`src/rtl/seg7_pkg.sv`:
```
// seg7_pkg: shared constants for the scanned 7-segment counter.
//   - active-high segment glyphs for 0-F plus BLANK ([0]=a .. [6]=g)
//   - segment bit indices A..G
//   - per-digit maximum for decimal and hex counting
package seg7_pkg;

  localparam int SEG_A = 0;
  localparam int SEG_B = 1;
  localparam int SEG_C = 2;
  localparam int SEG_D = 3;
  localparam int SEG_E = 4;
  localparam int SEG_F = 5;
  localparam int SEG_G = 6;

  localparam logic [6:0] GLYPH_0   = 7'h3F;
  localparam logic [6:0] GLYPH_1   = 7'h06;
  localparam logic [6:0] GLYPH_2   = 7'h5B;
  localparam logic [6:0] GLYPH_3   = 7'h4F;
  localparam logic [6:0] GLYPH_4   = 7'h66;
  localparam logic [6:0] GLYPH_5   = 7'h6D;
  localparam logic [6:0] GLYPH_6   = 7'h7D;
  localparam logic [6:0] GLYPH_7   = 7'h07;
  localparam logic [6:0] GLYPH_8   = 7'h7F;
  localparam logic [6:0] GLYPH_9   = 7'h6F;
  localparam logic [6:0] GLYPH_A   = 7'h77;
  localparam logic [6:0] GLYPH_B   = 7'h7C;
  localparam logic [6:0] GLYPH_C   = 7'h39;
  localparam logic [6:0] GLYPH_D   = 7'h5E;
  localparam logic [6:0] GLYPH_E   = 7'h79;
  localparam logic [6:0] GLYPH_F   = 7'h71;
  localparam logic [6:0] SEG_BLANK = 7'h00;

  localparam logic [3:0] DIG_MAX_DEC = 4'd9;
  localparam logic [3:0] DIG_MAX_HEX = 4'd15;

endpackage

```
`src/rtl/hex_to_7seg.sv`:
```
// hex_to_7seg: combinational nibble-to-glyph decoder, active-high segments.
//   nib  in  4  digit value 0-F
//   seg  out 7  [0]=a .. [6]=g, 1 = segment lit
module hex_to_7seg
  import seg7_pkg::*;
(
  input  logic [3:0] nib,
  output logic [6:0] seg
);

  always_comb begin
    seg = SEG_BLANK;
    unique case (nib)
      4'h0: seg = GLYPH_0;
      4'h1: seg = GLYPH_1;
      4'h2: seg = GLYPH_2;
      4'h3: seg = GLYPH_3;
      4'h4: seg = GLYPH_4;
      4'h5: seg = GLYPH_5;
      4'h6: seg = GLYPH_6;
      4'h7: seg = GLYPH_7;
      4'h8: seg = GLYPH_8;
      4'h9: seg = GLYPH_9;
      4'hA: seg = GLYPH_A;
      4'hB: seg = GLYPH_B;
      4'hC: seg = GLYPH_C;
      4'hD: seg = GLYPH_D;
      4'hE: seg = GLYPH_E;
      4'hF: seg = GLYPH_F;
    endcase
  end

endmodule

```
`src/rtl/seg7_scan_counter.sv`:
```
// seg7_scan_counter: N-digit up/down BCD/hex counter on a prescaled tick,
// shown on N multiplexed common-anode digits over one shared segment bus.
//   clk, rst_n   clock, synchronous active-low reset
//   en           count enable, also gates the prescaler
//   up           1 = count up, 0 = count down
//   load         load pulse, wins over a coincident tick
//   load_value   4*N bits, digit 0 in [3:0]
//   value        current counter value
//   tick         one-cycle pulse on prescaler expiry (suppressed by load)
//   wrap         one-cycle pulse when the whole counter rolls over
//   seg          registered segments, [0]=a .. [6]=g
//   dig_sel      registered digit enables, [0] = least significant digit
module seg7_scan_counter
  import seg7_pkg::*;
#(
  parameter int NUM_DIGITS     = 4,
  parameter int TICK_DIV       = 4194304,
  parameter int SCAN_DIV       = 4096,
  parameter int GHOST_CYC      = 2,
  parameter int DECIMAL        = 1,
  parameter int SEG_ACTIVE_LOW = 1,
  parameter int DIG_ACTIVE_LOW = 1,
  parameter int BLANK_LZ       = 1
) (
  input  logic                    clk,
  input  logic                    rst_n,
  input  logic                    en,
  input  logic                    up,
  input  logic                    load,
  input  logic [4*NUM_DIGITS-1:0] load_value,
  output logic [4*NUM_DIGITS-1:0] value,
  output logic                    tick,
  output logic                    wrap,
  output logic [6:0]              seg,
  output logic [NUM_DIGITS-1:0]   dig_sel
);

  localparam int PW = $clog2(TICK_DIV);
  localparam int SW = $clog2(SCAN_DIV);
  localparam int IW = (NUM_DIGITS > 1) ? $clog2(NUM_DIGITS) : 1;

  localparam logic [PW-1:0] PRESC_MAX = PW'(TICK_DIV - 1);
  localparam logic [SW-1:0] SCAN_MAX  = SW'(SCAN_DIV - 1);
  localparam logic [SW-1:0] GHOST_END = SW'(GHOST_CYC);
  localparam logic [IW-1:0] IDX_MAX   = IW'(NUM_DIGITS - 1);
  localparam logic [3:0]    DMAX      = (DECIMAL != 0) ? DIG_MAX_DEC : DIG_MAX_HEX;

  localparam logic [6:0] SEG_OFF = (SEG_ACTIVE_LOW != 0) ? 7'h7F : 7'h00;
  localparam logic [NUM_DIGITS-1:0] DIG_OFF =
    (DIG_ACTIVE_LOW != 0) ? {NUM_DIGITS{1'b1}} : {NUM_DIGITS{1'b0}};

  logic [PW-1:0]                 presc_q, presc_d;
  logic [SW-1:0]                 scan_cnt_q, scan_cnt_d;
  logic [IW-1:0]                 scan_idx_q, scan_idx_d;
  logic [NUM_DIGITS-1:0][3:0]    val_q, val_d;
  logic [6:0]                    seg_q, seg_d;
  logic [NUM_DIGITS-1:0]         dig_q, dig_d;

  logic                          tick_raw;
  logic                          carry;
  logic [NUM_DIGITS-1:0][3:0]    val_step;
  logic [3:0]                    ld_dig;
  logic [3:0]                    cur_dig;
  logic [6:0]                    cur_glyph;
  logic [6:0]                    seg_act;
  logic [NUM_DIGITS-1:0]         dig_act;
  logic [NUM_DIGITS-1:0]         lz_blank;
  logic                          zero_above;
  logic                          ghost;

  // ---------------- prescaler + digit ripple counter ----------------
  always_comb begin
    tick_raw = en && (presc_q == PRESC_MAX);

    presc_d = presc_q;
    if (load)    presc_d = '0;
    else if (en) presc_d = tick_raw ? '0 : presc_q + 1'b1;

    // carry doubles as borrow; it survives the loop only if every digit rolled
    carry    = 1'b1;
    val_step = val_q;
    for (int k = 0; k < NUM_DIGITS; k++) begin
      if (carry) begin
        if (up) begin
          if (val_q[k] == DMAX) val_step[k] = 4'd0;
          else begin
            val_step[k] = val_q[k] + 4'd1;
            carry       = 1'b0;
          end
        end else begin
          if (val_q[k] == 4'd0) val_step[k] = DMAX;
          else begin
            val_step[k] = val_q[k] - 4'd1;
            carry       = 1'b0;
          end
        end
      end
    end

    ld_dig = '0;
    val_d  = val_q;
    if (load) begin
      for (int k = 0; k < NUM_DIGITS; k++) begin
        ld_dig = load_value[4*k +: 4];
        val_d[k] = (DECIMAL != 0 && ld_dig > DIG_MAX_DEC) ? DIG_MAX_DEC : ld_dig;
      end
    end else if (tick_raw) begin
      val_d = val_step;
    end
  end

  // load steals a coincident tick, so neither tick nor wrap is reported
  assign tick  = rst_n && tick_raw && !load;
  assign wrap  = tick && carry;
  assign value = val_q;

  // ---------------- scan + segment output ----------------
  always_comb begin
    scan_cnt_d = (scan_cnt_q == SCAN_MAX) ? '0 : scan_cnt_q + 1'b1;
    scan_idx_d = scan_idx_q;
    if (scan_cnt_q == SCAN_MAX)
      scan_idx_d = (scan_idx_q == IDX_MAX) ? '0 : scan_idx_q + 1'b1;

    // walk from the top digit down: a digit is a leading zero while
    // it and everything above it is zero; digit 0 always shows
    zero_above = 1'b1;
    lz_blank   = '0;
    for (int k = NUM_DIGITS - 1; k >= 0; k--) begin
      zero_above  = zero_above && (val_q[k] == 4'd0);
      lz_blank[k] = (BLANK_LZ != 0) && (k > 0) && zero_above;
    end

    cur_dig = val_q[scan_idx_q];
    seg_act = lz_blank[scan_idx_q] ? SEG_BLANK : cur_glyph;

    ghost = (scan_cnt_q < GHOST_END);
    for (int k = 0; k < NUM_DIGITS; k++)
      dig_act[k] = !ghost && (scan_idx_q == IW'(k));

    seg_d = (SEG_ACTIVE_LOW != 0) ? ~seg_act : seg_act;
    dig_d = (DIG_ACTIVE_LOW != 0) ? ~dig_act : dig_act;
  end

  hex_to_7seg u_dec (
    .nib (cur_dig),
    .seg (cur_glyph)
  );

  always_ff @(posedge clk) begin
    if (!rst_n) begin
      presc_q    <= '0;
      scan_cnt_q <= '0;
      scan_idx_q <= '0;
      val_q      <= '0;
      seg_q      <= SEG_OFF;
      dig_q      <= DIG_OFF;
    end else begin
      presc_q    <= presc_d;
      scan_cnt_q <= scan_cnt_d;
      scan_idx_q <= scan_idx_d;
      val_q      <= val_d;
      seg_q      <= seg_d;
      dig_q      <= dig_d;
    end
  end

  assign seg     = seg_q;
  assign dig_sel = dig_q;

endmodule
```
`config.mk`:
```
export PLATFORM = sky130hd
export DESIGN_NAME = seg7_scan_counter
export DESIGN_NICKNAME = d
export VERILOG_FILES = /design/src/rtl/seg7_pkg.sv /design/src/rtl/hex_to_7seg.sv /design/src/rtl/seg7_scan_counter.sv
export SDC_FILE = /design/constraint.sdc
export NUM_CORES = 1
export LEC_CHECK = 0
export BUFFER_PORTS_ARGS = -buffer_cell sky130_fd_sc_hd__buf_4
export CAP_MARGIN = 0
export CORE_ASPECT_RATIO = 1.75
export CORE_MARGIN = 2
export CORE_UTILIZATION = 25
export CTS_CLUSTER_SIZE = 12
export DETAILED_ROUTE_END_ITERATION = 8
export SLEW_MARGIN = 20
export SYNTH_ARGS = -nofsm -noshare
export SYNTH_HDL_FRONTEND = slang
export SYNTH_SLANG_ARGS = --single-unit
export TNS_END_PERCENT = 5
```
`constraint.sdc`:
```
create_clock -name clk -period 6 [get_ports clk]
set_clock_uncertainty 0.05 [all_clocks]
set_input_delay 0.3 -clock clk [delete_from_list [all_inputs] [get_ports clk]]
set_output_delay 0.3 -clock clk [all_outputs]
set_load 0.005 [all_outputs]
```
# --- Word level (Yosys, flattened, before mapping) ---
# Memory sizes are Yosys's and may differ from the RTL's.
# Cells that the tools add are included.
totals:
  rom_bits: 112
  output_inout_bits: 29
  ff_bits: 63
  n_memories: 1
  ramBits: 0
  latchBits: 0
memory_table:
  columns: ["name", "words", "width", "read_ports", "rd_clocked_by_memory_dff", "write_ports", "line_no", "source"]
  rows:
  - ["(no name shown)", 16, 7, 1, 0, 0, "hex_to_7seg.sv:13", "unique case (nib)"]
classes:
  n_shift: 0
  n_reduce_logical: 26
  muxes: 43
  bitwise_logic: 3
  magnitude_cmp: 6
  n_div: 0
  addsub: 11
  eq_ne: 9
  n_mul: 0
op_table:
  columns: ["op", "n"]
  rows:
  - ["$mux 4", 20]
  - ["$mux 16", 2]
  - ["$add 22x1->22 const B", 1]
  - ["$eq 22x22->1 const B", 1]
  - ["$mux 22", 1]
  - ["$add 4x1->4 const B", 4]
  - ["$eq 4x4->1 const B", 4]
  - ["$gt 4x4->1 const B", 4]
  - ["$logic_not 4->1", 4]
  - ["$mux 1", 16]
  - ["$sub 4x1->4 const B", 4]
  - ["$add 12x1->12 const B", 1]
  - ["$eq 12x12->1 const B", 1]
  - ["$lt 12x2->1 const B", 1]
  - ["$logic_and 1x1->1", 10]
  - ["$bmux 4 s2", 1]
  - ["$reduce_bool 2->1", 4]
  - ["$mux 7", 1]
  - ["$not 7->7", 1]
  - ["$reduce_and 2->1", 3]
  - ["$eq 2x2->1 const B", 2]
  - ["$not 4->4", 1]
  - ["$reduce_or 2->1", 2]
  - ["$lt 2x3->1 const B", 1]
  - ["other kinds (7)", 8]

# --- Longest topological paths before layout ---
logic_depth:
  ltp_word: 8
  depth_mapped: 8
  ltp_nobuf: 7

# --- Hierarchy ---
# From an unflattened synthesis, not the netlist that was laid out.
hier_totals:
  cells_unflattened: 464
  hier_area_um2: 3910.0
modules_own_cells:
  columns: ["module", "cells_each", "instances", "seq_area_each_um2", "area_per_inst_um2"]
  rows:
  - ["seg7_scan_counter", 431, 1, 1261.2, 3622.2]
  - ["hex_to_7seg", 33, 1, 0.0, 287.8]

# --- Least setup slack after synthesis ---
# OpenSTA, ideal clock, no wires.
synth_timing:
  kind: "reg2out"
  from: "register presc_q[0]"
  to: "output port wrap"
  path_slack_ns: 3.786
  stages_incl_launch_ff: 8
  t_required_ns: 5.650
  t_arrival_ns: 1.864
  n_path_buf: 2
  cell_sequence: "dfxtp_1 -> ha_1 -> nand4_2 -> or3_1 -> buf_6 -> or2_4 -> buf_6 -> nor4_1"
synth_between:
  elab_chain_cells: 5
synth_lines:
  columns: ["item", "line_no", "source"]
  rows:
  - ["from (decl)", "seg7_scan_counter.sv:52", "logic [PW-1:0] presc_q, presc_d;"]
  - ["from (signal assigned)", "seg7_scan_counter.sv:158", "presc_q <= presc_d;"]
  - ["$eq 22x22->1", "seg7_scan_counter.sv:73", "tick_raw = en && (presc_q == PRESC_MAX);"]
  - ["$logic_and 1x1->1", "seg7_scan_counter.sv:73", null]
  - ["$logic_and 1x1->1 (2 in a row)", "seg7_scan_counter.sv:113", "assign tick = rst_n && tick_raw && !load;"]
  - ["$logic_and 1x1->1", "seg7_scan_counter.sv:114", "assign wrap = tick && carry;"]
  - ["to (decl)", "seg7_scan_counter.sv:33", "output logic wrap,"]
# No other way between the ends.

# --- Final worst setup path ---
# Ends and elaborated chain as after synthesis.

==> results.toml <==
[synth]
yosys.area_share.simple = 0.266
synthAdderAreaFrac = 0.0392
synth_xor_xnor_area_share = 0.0824
synth_edf_count = 0
syn-cell-area_um2 = 3830
async_flop_share = 0
netlist_instances = 471
ys_warn_count = 0
syn_area_per_cell_um2 = 8.13
synth.mux.area_fraction = 0.0418
ys_ff_latch = 63
ys_types = 64
synth_nets = 504
dominantRegCellSynth = "dfxtp_1"
synth-compound-area-share = 0.180
synth_top_family_by_area = "simple AND/OR/NAND/NOR gates"
synth_seq_area_share = 0.329

[timing]
hold_violations = 0
tightest_slew_ps = 914
setup_tns_ps = 0
drv_slew = 0
rsz0062_at_grt = "no"
layout_min_cycle_time_ps = 2970
setup_viol = 0
post-route-period-util = 0.495
slew_headroom = 0.385
max_freq_mhz = 336
layout_setup_ws_ps = 3030

[cells_and_area]
final_util = 0.307
layout_common_cells = "dfxtp_1 (63), nor2_1 (58), buf_4 (49)"
nets = 528
drive_gt1_frac = 0.162
antennaDiodeCount = 0
mostFrequentLayoutCell = "dfxtp_1"
area_growth_pct = 19.6
layout.cells.non_filler = 683

[worst_setup_path]
startpoint_type = "flip-flop"
cp.arrival_ps = 2620
timing.rr.end = "value[12]"
timing.rr.start = "presc_q[0]"
crit_type = "flip-flop to output pin"
end_kind = "output pin"
critPathMaxFanout = 11
critPathRequiredTime_ps = 5650
r2r_slack_ps = 3570
reg2reg_depth = 6

[detailed_routing]
wirelength_um = 10400
num_vias = 3576
drc_errors = 0
dr.pass1.iters = 4
antenna_left = 0
drt_iter0_drc = 147
vias_per_cell = 5.24
wire_per_inst_um = 15.3

[clock_tree]
tritoncts = "done"
clk_pin_slew_ps = 60
hold_buffers = 0
postCtsResizedCells = 0
post_cts_buffers = 0
cts_made_buffers = 9
clockBufferDepth = 2
htreeDepth = 3
clk_latency_ps = 340
root_buffer = "clkbuf_16"
clock_sinks = 63

[min_path]
min_delay_path_depth = 3
whs_endpoint = "value[3]"
hold_path_class = "primary input to flip-flop"
hp-start = "load_value[3]"

[floorplan]
core_area_um2 = 14900
io_pins = 50
die_x_um = 97.6
fp-row-count = 59
die_h_um = 168
die_area_um2 = 16400
start_util = 0.257

[grt]
use_met1 = 0.135
busiest_layer = "met2"
grt_pass1_vias = 3670
met2_usage = 0.239
grt-ovfl-total = 0
gr-usage-met3 = 0.0280
grt_max_degree = 47
antenna_found_initial = 0
grt_first_pass_wirelength_um = 17600
grt_usage = 0.130

[pwr]
p_leak_uw = 0.00165
power_uw = 1120
power.density_nw_per_um2 = 246
ir_worst_vdd_mv = 0.147

[status]
outcome = "completed"

[placed_design]
place_inst = 667
dp_slack_ps = 3380
dp.final_hpwl_um = 7780
globalplace.congestion = 0.810
io_buffers = 49

[flow_run]
cap_viol_max_count = 0
cell type report:
type | count | area (µm²)
clock buffer | 10 | 239
clock inverter | 6 | 68.8
fill | 1609 | 10300
inverter | 21 | 78.8
multi-input combinational | 351 | 2330
sequential | 63 | 1260
tap | 183 | 229
timing repair buffer | 49 | 368
cell families after synthesis:
kind of cell	count (synthesis)
DFF	63
and+or+nand+nor	192
muxes	11
buffers and inverters	57
adders and majority gates	12
AOI/OAI and AO/OA	100
xor gates and xnor gates	36
worst max path at each step:
stage / startpoint / to / slack [ps] / cells after the start
6_report: presc_q[0] / wrap / 3030 / 6
5_1_grt: presc_q[0] / wrap / 2890 / 6
4_1_cts: presc_q[0] / wrap / 3010 / 6
3_5_place_dp: presc_q[0] / wrap / 3380 / 6
3_3_place_gp: presc_q[0] / wrap / 3500 / 6
2_1_floorplan: presc_q[0] / wrap / 3790 / 7
cell usage after synthesis (all sizes together), types with 5 or more instances:
master / n / area [µm²]
clkbuf: 29 / 109
xor2: 15 / 131
nand4: 12 / 87.6
and2: 5 / 31.3
inv: 21 / 78.8
o21ai: 25 / 125
nand3: 19 / 95.1
xnor2: 21 / 184
a21oi: 12 / 60.1
mux2i: 7 / 70.1
a31oi: 9 / 56.3
o22ai: 5 / 31.3
nor2: 58 / 218
dfxtp: 63 / 1260
ha: 12 / 150
buf: 7 / 46.3
nand2b: 8 / 50.1
nand2: 24 / 90.1
or3: 5 / 32.5
and3: 9 / 57.6
nor4: 10 / 77.6
o211ai: 10 / 75.1
nor3: 18 / 95.1
a211oi: 6 / 45.0
nand3b: 7 / 52.6
sequential cells by signal (all words and copies together) (netlist names):
register / flops
presc_q: 22
scan_cnt_q: 12
scan_idx_q: 2
value: 16
seg: 7
dig_sel: 4
power by group:
part           internal, µW  switching, µW
sequential              432           26.6
combinational          60.9           67.3
clock                   335            203
total                   828            297
critical path, stage by stage, from the launching register on:
cell and delay, ps:
dfxtp_1 380, ha_1 200, nand4_2 200, or3_1 560
or2_4 380, nor4_1 370, buf_4 190
through the flow:
stage	hold WS [ps]	instance area, µm²
finish	175	4580
global route	190	4580
CTS	175	4580
detailed placement	428	4270
global placement	421	4270
floorplan	389	3830
metal layers:
metal	up-vias	share of wire
met3	31	0.033
met2	72	0.54
met4	0	0.042
met5	-	0
li1	1747	-
met1	1726	0.38
Power figures use the tool's default switching activity.
